==> src/rtl/startup_disp_pkg.sv <==
// Shared types and constants for the startup pattern display: shifter states,
// the sequencer dwell count and the frame-length arithmetic.
package startup_disp_pkg;

  typedef enum logic [1:0] {
    IDLE  = 2'd0,
    SHIFT = 2'd1,
    LATCH = 2'd2
  } shift_state_e;

  localparam logic [15:0] WAIT_CNT = 16'hBB8;
  localparam logic [15:0] TMR_MAX  = 16'hFFFF;

  // CLK cycles from frame capture until BUSY drops: PAT_W SCLK periods plus the latch strobe.
  function automatic int unsigned frame_len(input int unsigned pat_w, input int unsigned div);
    return pat_w * 2 * div + div;
  endfunction

endpackage

==> src/rtl/startup_pattern_display_if.sv <==
// Sequencer-side control/status bundle plus the LED chain pins of the pattern display.
// The sequencer (or bench) uses master; the display block uses slave.
interface startup_pattern_display_if;
  logic        clear;
  logic        disp;
  logic        load_pat;
  logic        nxt_adr;
  logic        rst_tmr;
  logic [15:0] tmr;
  logic        done;
  logic        busy;
  logic        overrun;
  logic        led_sclk;
  logic        led_sdat;
  logic        led_latch;
  logic        led_oe_b;

  modport master (
    output clear, disp, load_pat, nxt_adr, rst_tmr,
    input  tmr, done, busy, overrun, led_sclk, led_sdat, led_latch, led_oe_b
  );

  modport slave (
    input  clear, disp, load_pat, nxt_adr, rst_tmr,
    output tmr, done, busy, overrun, led_sclk, led_sdat, led_latch, led_oe_b
  );
endinterface

==> src/rtl/startup_pattern_rom.sv <==
// Startup LED pattern table, synchronous read with 1 CLK latency; no backpressure.
// Address 0 is the blank pattern; unused addresses read as blank too.
module startup_pattern_rom
  import startup_disp_pkg::*;
#(
  parameter int PAT_W = 16,
  parameter int ADR_W = 4
) (
  input  logic             clk,
  input  logic             rst,
  input  logic [ADR_W-1:0] adr,
  output logic [PAT_W-1:0] dat
);

  logic [PAT_W-1:0] dat_d;
  logic [PAT_W-1:0] dat_q;

  always_comb begin
    dat_d = '0;
    case (adr)
      ADR_W'(1): dat_d = PAT_W'(16'hA5C3);
      ADR_W'(2): dat_d = PAT_W'(16'h0F0F);
      ADR_W'(3): dat_d = PAT_W'(16'hF00F);
      ADR_W'(4): dat_d = PAT_W'(16'h3C3C);
      ADR_W'(5): dat_d = PAT_W'(16'h8001);
      ADR_W'(6): dat_d = PAT_W'(16'hFFFF);
      ADR_W'(7): dat_d = PAT_W'(16'h5A5A);
      ADR_W'(8): dat_d = PAT_W'(16'h1234);
      default:   dat_d = '0;
    endcase
  end

  always_ff @(posedge clk or posedge rst) begin
    if (rst) dat_q <= '0;
    else     dat_q <= dat_d;
  end

  assign dat = dat_q;

endmodule

==> src/rtl/startup_pattern_display.sv <==
// Wait timer, pattern address/DONE and a serial LED frame shifter; all outputs registered.
// A frame takes PAT_W*2*DIV+DIV CLK; LOAD_PAT during a frame is dropped and flagged in OVERRUN.
module startup_pattern_display
  import startup_disp_pkg::*;
#(
  parameter int PAT_W = 16,
  parameter int NPAT  = 8,
  parameter int ADR_W = 4,
  parameter int DIV   = 8
) (
  input  logic                     clk,
  input  logic                     rst,
  startup_pattern_display_if.slave bus
);

  localparam int CNT_W = (DIV > 1) ? $clog2(DIV) : 1;
  localparam int BIT_W = $clog2(PAT_W);
  localparam logic [CNT_W-1:0] DIV_LAST = CNT_W'(DIV - 1);
  localparam logic [BIT_W-1:0] BIT_LAST = BIT_W'(PAT_W - 1);
  localparam logic [ADR_W-1:0] ADR_LAST = ADR_W'(NPAT);

  if (frame_len(PAT_W, DIV) >= 32'(WAIT_CNT)) begin : g_frame_too_long
    $error("LED frame of %0d CLK does not fit in the sequencer dwell", frame_len(PAT_W, DIV));
  end
  if ((2 ** ADR_W) <= NPAT || DIV < 1 || PAT_W < 2) begin : g_bad_param
    $error("startup_pattern_display: illegal parameter combination");
  end

  logic [15:0]      tmr_q, tmr_d;
  logic [ADR_W-1:0] adr_q, adr_d;
  logic             done_q, done_d;
  logic             oe_b_q, oe_b_d;
  logic             clear_q, clear_d;
  shift_state_e     state_q, state_d;
  logic [PAT_W-1:0] shreg_q, shreg_d;
  logic [CNT_W-1:0] div_cnt_q, div_cnt_d;
  logic [BIT_W-1:0] bit_cnt_q, bit_cnt_d;
  logic             busy_q, busy_d;
  logic             overrun_q, overrun_d;
  logic             sclk_q, sclk_d;
  logic             sdat_q, sdat_d;
  logic             latch_q, latch_d;

  logic [PAT_W-1:0] rom_dat;
  logic [PAT_W-1:0] frame;
  logic             clr_rise;
  logic             div_last;

  startup_pattern_rom #(
    .PAT_W (PAT_W),
    .ADR_W (ADR_W)
  ) u_rom (
    .clk (clk),
    .rst (rst),
    .adr (adr_q),
    .dat (rom_dat)
  );

  always_comb begin
    tmr_d = tmr_q;
    if (bus.rst_tmr)         tmr_d = '0;
    else if (tmr_q != TMR_MAX) tmr_d = tmr_q + 16'd1;

    adr_d = adr_q;
    if (bus.clear)                              adr_d = '0;
    else if (bus.nxt_adr && adr_q != ADR_LAST)  adr_d = adr_q + ADR_W'(1);

    // DONE trails ADR by one CLK so it is settled before the sequencer's LOAD_PAT.
    done_d  = (adr_q == ADR_LAST);
    oe_b_d  = ~bus.disp;
    clear_d = bus.clear;
  end

  always_comb begin
    state_d   = state_q;
    shreg_d   = shreg_q;
    div_cnt_d = div_cnt_q;
    bit_cnt_d = bit_cnt_q;
    busy_d    = busy_q;
    sclk_d    = sclk_q;
    sdat_d    = sdat_q;
    latch_d   = latch_q;
    overrun_d = overrun_q | (bus.load_pat & busy_q);
    clr_rise  = bus.clear & ~clear_q;
    div_last  = (div_cnt_q == DIV_LAST);
    frame     = clr_rise ? '0 : rom_dat;

    // A CLEAR edge preempts any frame in flight with a blank one.
    if (clr_rise || (state_q == IDLE && bus.load_pat && !bus.clear)) begin
      state_d   = SHIFT;
      shreg_d   = frame;
      div_cnt_d = '0;
      bit_cnt_d = '0;
      busy_d    = 1'b1;
      sclk_d    = 1'b0;
      sdat_d    = frame[PAT_W-1];
      latch_d   = 1'b0;
    end else begin
      case (state_q)
        SHIFT: begin
          div_cnt_d = div_last ? '0 : div_cnt_q + CNT_W'(1);
          if (div_last) begin
            if (!sclk_q) begin
              sclk_d = 1'b1;
            end else begin
              sclk_d = 1'b0;
              if (bit_cnt_q == BIT_LAST) begin
                state_d = LATCH;
                latch_d = 1'b1;
                sdat_d  = 1'b0;
              end else begin
                bit_cnt_d = bit_cnt_q + BIT_W'(1);
                shreg_d   = shreg_q << 1;
                sdat_d    = shreg_q[PAT_W-2];
              end
            end
          end
        end
        LATCH: begin
          div_cnt_d = div_last ? '0 : div_cnt_q + CNT_W'(1);
          if (div_last) begin
            state_d = IDLE;
            latch_d = 1'b0;
            busy_d  = 1'b0;
          end
        end
        default: ;
      endcase
    end
  end

  always_ff @(posedge clk or posedge rst) begin
    if (rst) begin
      tmr_q     <= '0;
      adr_q     <= '0;
      done_q    <= 1'b0;
      oe_b_q    <= 1'b1;
      clear_q   <= 1'b0;
      state_q   <= IDLE;
      shreg_q   <= '0;
      div_cnt_q <= '0;
      bit_cnt_q <= '0;
      busy_q    <= 1'b0;
      overrun_q <= 1'b0;
      sclk_q    <= 1'b0;
      sdat_q    <= 1'b0;
      latch_q   <= 1'b0;
    end else begin
      tmr_q     <= tmr_d;
      adr_q     <= adr_d;
      done_q    <= done_d;
      oe_b_q    <= oe_b_d;
      clear_q   <= clear_d;
      state_q   <= state_d;
      shreg_q   <= shreg_d;
      div_cnt_q <= div_cnt_d;
      bit_cnt_q <= bit_cnt_d;
      busy_q    <= busy_d;
      overrun_q <= overrun_d;
      sclk_q    <= sclk_d;
      sdat_q    <= sdat_d;
      latch_q   <= latch_d;
    end
  end

  assign bus.tmr       = tmr_q;
  assign bus.done      = done_q;
  assign bus.busy      = busy_q;
  assign bus.overrun   = overrun_q;
  assign bus.led_sclk  = sclk_q;
  assign bus.led_sdat  = sdat_q;
  assign bus.led_latch = latch_q;
  assign bus.led_oe_b  = oe_b_q;

endmodule

==> src/flat_wrapper.sv <==
// flat-port wrapper written by rule: the top's interface ports become plain ports
module startup_pattern_display_flat import startup_disp_pkg::*;
#(
  parameter int PAT_W = 16,
  parameter int NPAT  = 8,
  parameter int ADR_W = 4,
  parameter int DIV   = 8
)
  (clk, rst, bus_clear, bus_disp, bus_load_pat, bus_nxt_adr, bus_rst_tmr, bus_tmr, bus_done, bus_busy, bus_overrun, bus_led_sclk, bus_led_sdat, bus_led_latch, bus_led_oe_b);
  startup_pattern_display_if bus_i ();
  input  logic clk;
  input  logic rst;
  input wire logic [$bits(bus_i.clear)-1:0] bus_clear;
  input wire logic [$bits(bus_i.disp)-1:0] bus_disp;
  input wire logic [$bits(bus_i.load_pat)-1:0] bus_load_pat;
  input wire logic [$bits(bus_i.nxt_adr)-1:0] bus_nxt_adr;
  input wire logic [$bits(bus_i.rst_tmr)-1:0] bus_rst_tmr;
  output wire logic [$bits(bus_i.tmr)-1:0] bus_tmr;
  output wire logic [$bits(bus_i.done)-1:0] bus_done;
  output wire logic [$bits(bus_i.busy)-1:0] bus_busy;
  output wire logic [$bits(bus_i.overrun)-1:0] bus_overrun;
  output wire logic [$bits(bus_i.led_sclk)-1:0] bus_led_sclk;
  output wire logic [$bits(bus_i.led_sdat)-1:0] bus_led_sdat;
  output wire logic [$bits(bus_i.led_latch)-1:0] bus_led_latch;
  output wire logic [$bits(bus_i.led_oe_b)-1:0] bus_led_oe_b;
  assign bus_i.clear = bus_clear;
  assign bus_i.disp = bus_disp;
  assign bus_i.load_pat = bus_load_pat;
  assign bus_i.nxt_adr = bus_nxt_adr;
  assign bus_i.rst_tmr = bus_rst_tmr;
  assign bus_tmr = bus_i.tmr;
  assign bus_done = bus_i.done;
  assign bus_busy = bus_i.busy;
  assign bus_overrun = bus_i.overrun;
  assign bus_led_sclk = bus_i.led_sclk;
  assign bus_led_sdat = bus_i.led_sdat;
  assign bus_led_latch = bus_i.led_latch;
  assign bus_led_oe_b = bus_i.led_oe_b;
  startup_pattern_display #(.PAT_W(PAT_W), .NPAT(NPAT), .ADR_W(ADR_W), .DIV(DIV)) u_core (.clk(clk), .rst(rst), .bus(bus_i));
endmodule
==> config.mk <==
export PLATFORM = sky130hd
export DESIGN_NAME = startup_pattern_display_flat
export DESIGN_NICKNAME = d
export VERILOG_FILES = /design/src/rtl/startup_disp_pkg.sv /design/src/rtl/startup_pattern_display_if.sv /design/src/rtl/startup_pattern_rom.sv /design/src/rtl/startup_pattern_display.sv /design/src/flat_wrapper.sv
export SDC_FILE = /design/constraint.sdc
export NUM_CORES = 1
export LEC_CHECK = 0
export ABC_AREA = 1
export CAP_MARGIN = 20
export CORE_MARGIN = 2
export CORE_UTILIZATION = 64
export CTS_BUF_LIST = sky130_fd_sc_hd__clkbuf_8
export CTS_CLUSTER_SIZE = 40
export DETAILED_ROUTE_END_ITERATION = 12
export PLACE_DENSITY_LB_ADDON = 0.08
export RECOVER_POWER = 25
export SLEW_MARGIN = 20
export SYNTH_ARGS = -nofsm -noshare
export SYNTH_HDL_FRONTEND = slang
export SYNTH_HIERARCHICAL = 1
export SYNTH_SLANG_ARGS = --single-unit
==> constraint.sdc <==
create_clock -name clk -period 4.01 [get_ports clk]
set_clock_uncertainty 0.2 [all_clocks]
set_input_delay 1.0025 -clock clk [delete_from_list [all_inputs] [get_ports clk]]
set_output_delay 1.0025 -clock clk [all_outputs]
set_load 0.02 [all_outputs]
==> flow_summary.toml <==
[clock_network]
clock_path_buffers = 2
htreeDepth = 3
cts_resized = 0
post_cts_buffers = 0
cts_root_buf = "clkbuf_8"
cts_buffers = 9
hold_buffers = 0
cts_tree = "yes"
numClockSinks = 67
clk_pin_slew_worst_paths_ns = 0.07
clock_latency_ns = 0.34

[cells_and_area]
diodes = 0
layout_commonest_cell = "nand2_1"
final_cell_mix = "nand2_1 (90), inv_1 (77), dfrtp_1 (66)"
drive_gt1_frac = 0.0647
n_fill_cell = 378
nets = 482
stdcell_count = 534
final_util = 0.768
finalInstanceArea_mm2 = 0.00397
syn_to_final_growth_pct = 14.0

[drt]
dr.max_layer_used = "met4"
wl_met3_um = 275
num_vias = 2800
drc = 0
via_per_inst = 5.24
drtIter0Drc = 192
wl_mm = 7.05
firstDrtPassIters = 5
wl_met2_mm = 3.50
drt-met1-wl_mm = 3.11
ant_nets = 0
wl_per_cell_um = 13.2

[floorplanning]
die_h_um = 77.8
fp.dieArea_mm2 = 0.00605
core_mm2 = 0.00517
initial_core_util = 0.674
die_w_um = 77.8
rows = 26
io_pins = 30

[critical_path]
crit_arrival_ns = 3.04
critical_path_class = "input pin to flip-flop"
worst_setup_path_start_kind = "input pin"
crit_chain = "dlygate4sd3_1 > inv_2 > nand3_2 > nand2_4 > inv_4 > nand2_4 > inv_1 > nand2_1 > nand2_1"
cp_max_fo = 31
slowest_stage = "dlygate4sd3_1"
cp-end-kind = "flip-flop"
max_stage_delay_ns = 0.63
startpoint = "bus_clear"
reg2reg_from = "u_core/bus.led_latch"
cp_data_required_time_ns = 4.03

[synth]
synthMuxAreaShare = 0
synth_seq_area_share = 0.481
yosys.area_share.simple = 0.265
synth_seq_cells = 67
synth_top_family_by_area = "simple AND/OR/NAND/NOR gates"
ys_types = 35
synth_compound_area_frac = 0.0840
ys_warn_count = 6
postSynthNetCount = 450
syn_area_mm2 = 0.00349
synthCells = 427
synthXorXnorAreaFrac = 0.00251
synth_fa_ha_area_frac = 0.0574
avgSynthCellArea_um2 = 8.16

[power]
p_leak_nw = 2.02
vdd_drop_max_uv = 250
power.total_mw = 1.75
powerDensity_mw_per_mm2 = 441

[timing]
finalCritPeriodShare = 0.752
tightest_slew_ns = 1.60
finalCriticalPeriod_ns = 3.02
fin_tns_setup_ns = 0
fmax_mhz = 331
holdWs_ns = 0.259
finalSetupViolations = 0
hold_viol_final = 0
rsz0062_at_grt = "no"
setup_ws_ns = 0.993
slew_headroom = -0.0676
drv_slew = 30

[run_status]
status = "finished, violations left"
violations = "capacitance limit, slew limit"

[global_route]
grt_pass1_wl_mm = 12.2
grt_pass1_vias = 2690
overflow = 0
grt_max_degree = 32
grt_antenna_before_repair = 0
grt_use_total = 0.259

[placed_design]
placed_area_mm2 = 0.00380
hpwl_mm = 4.94
numPortBuffers = 29
placed_cells = 518
dp_slack_ns = 0.813
gp_congestion = 0.837

[min_path]
min_from = "u_core/bus.overrun"
hold_path_class = "flip-flop to flip-flop"

[run]
max_cap_viol_count = 1
[area by class of cell]
cell class,instances,area (um^2),share of cell area
sequential,67,1680,0.422
multi-input combinational,272,1420,0.358
inverter,78,300,0.0756
timing repair buffer,31,298,0.0750
clock buffer,10,138,0.0346
tap,70,87.6,0.0220
clock inverter,6,50.0,0.0126
[cell usage after synthesis (all sizes together)]
cell type   n  area [um^2]
a211oi      1         7.51
a21o        2         15.0
a21oi       3         15.0
buf         9         77.6
clkbuf      1         3.75
clkinv      1         3.75
dfrtp      66         1650
dfstp       1         26.3
ha         16          200
inv        77          297
nand2      93          367
nand3      50          273
nand3b      2         15.0
nand4       5         31.3
nor2       43          166
nor3        5         41.3
o21ai      29          145
o21bai      3         22.5
o22ai      14         87.6
or2         5         31.3
xnor2       1         8.76
[worst max-delay path: cells and delay by family]
family | cells | cell delay (ns)
and+or+nand+nor | 5 | 1.08
buffers and inverters | 4 | 0.95
[sequential cells by signal, indices dropped and copies added, names as in the netlist]
name / count
u_core/adr_q: 4
u_core/bus.done: 1
u_core/div_cnt_q: 3
u_core/bus.tmr: 16
u_core/bus.overrun: 1
u_core/bit_cnt_q: 4
u_core/bus.led_oe_b: 1
u_core/bus.busy: 1
u_core/shreg_q: 15
u_core/clear_q: 1
u_core/bus.led_latch: 1
u_core/u_rom/dat: 16
u_core/bus.led_sdat: 1
u_core/bus.led_sclk: 1
u_core/state_q: 1
[final timing paths]
check | to | cells past startpoint | slack [ns]
worst max register to register | u_core/bit_cnt_q[3] | 9 | 1.70
worst min register to register | u_core/bus.overrun | 1 | 0.26
min in group asynchronous | u_core/u_rom/dat[11] | 2 | 0.99
worst min-delay path | u_core/bus.overrun | 1 | 0.26
max in group asynchronous | u_core/bus.tmr[11] | 3 | 1.17
worst max-delay path | u_core/bit_cnt_q[3] | 9 | 0.99
[cell families after synthesis]
family | count (synthesis)
buffers and inverters | 88
xor gates and xnor gates | 1
and+or+nand+nor | 203
DFF | 67
adders and majority gates | 16
AOI/OAI and AO/OA | 52
[power breakdown]
part           internal (mW)  switching, mW  total (mW)
clock                  0.294          0.235       0.530
sequential             0.777         0.0586       0.836
combinational          0.150          0.238       0.388
total                   1.22          0.532        1.75
[layer usage]
layer  vias up  GRT usage
met2        78      0.431
li1       1414          -
met4         0      0.132
met5         -          0
met1      1292      0.328
met3        16     0.0395
No activity file was read; power rests on OpenSTA's default activity.
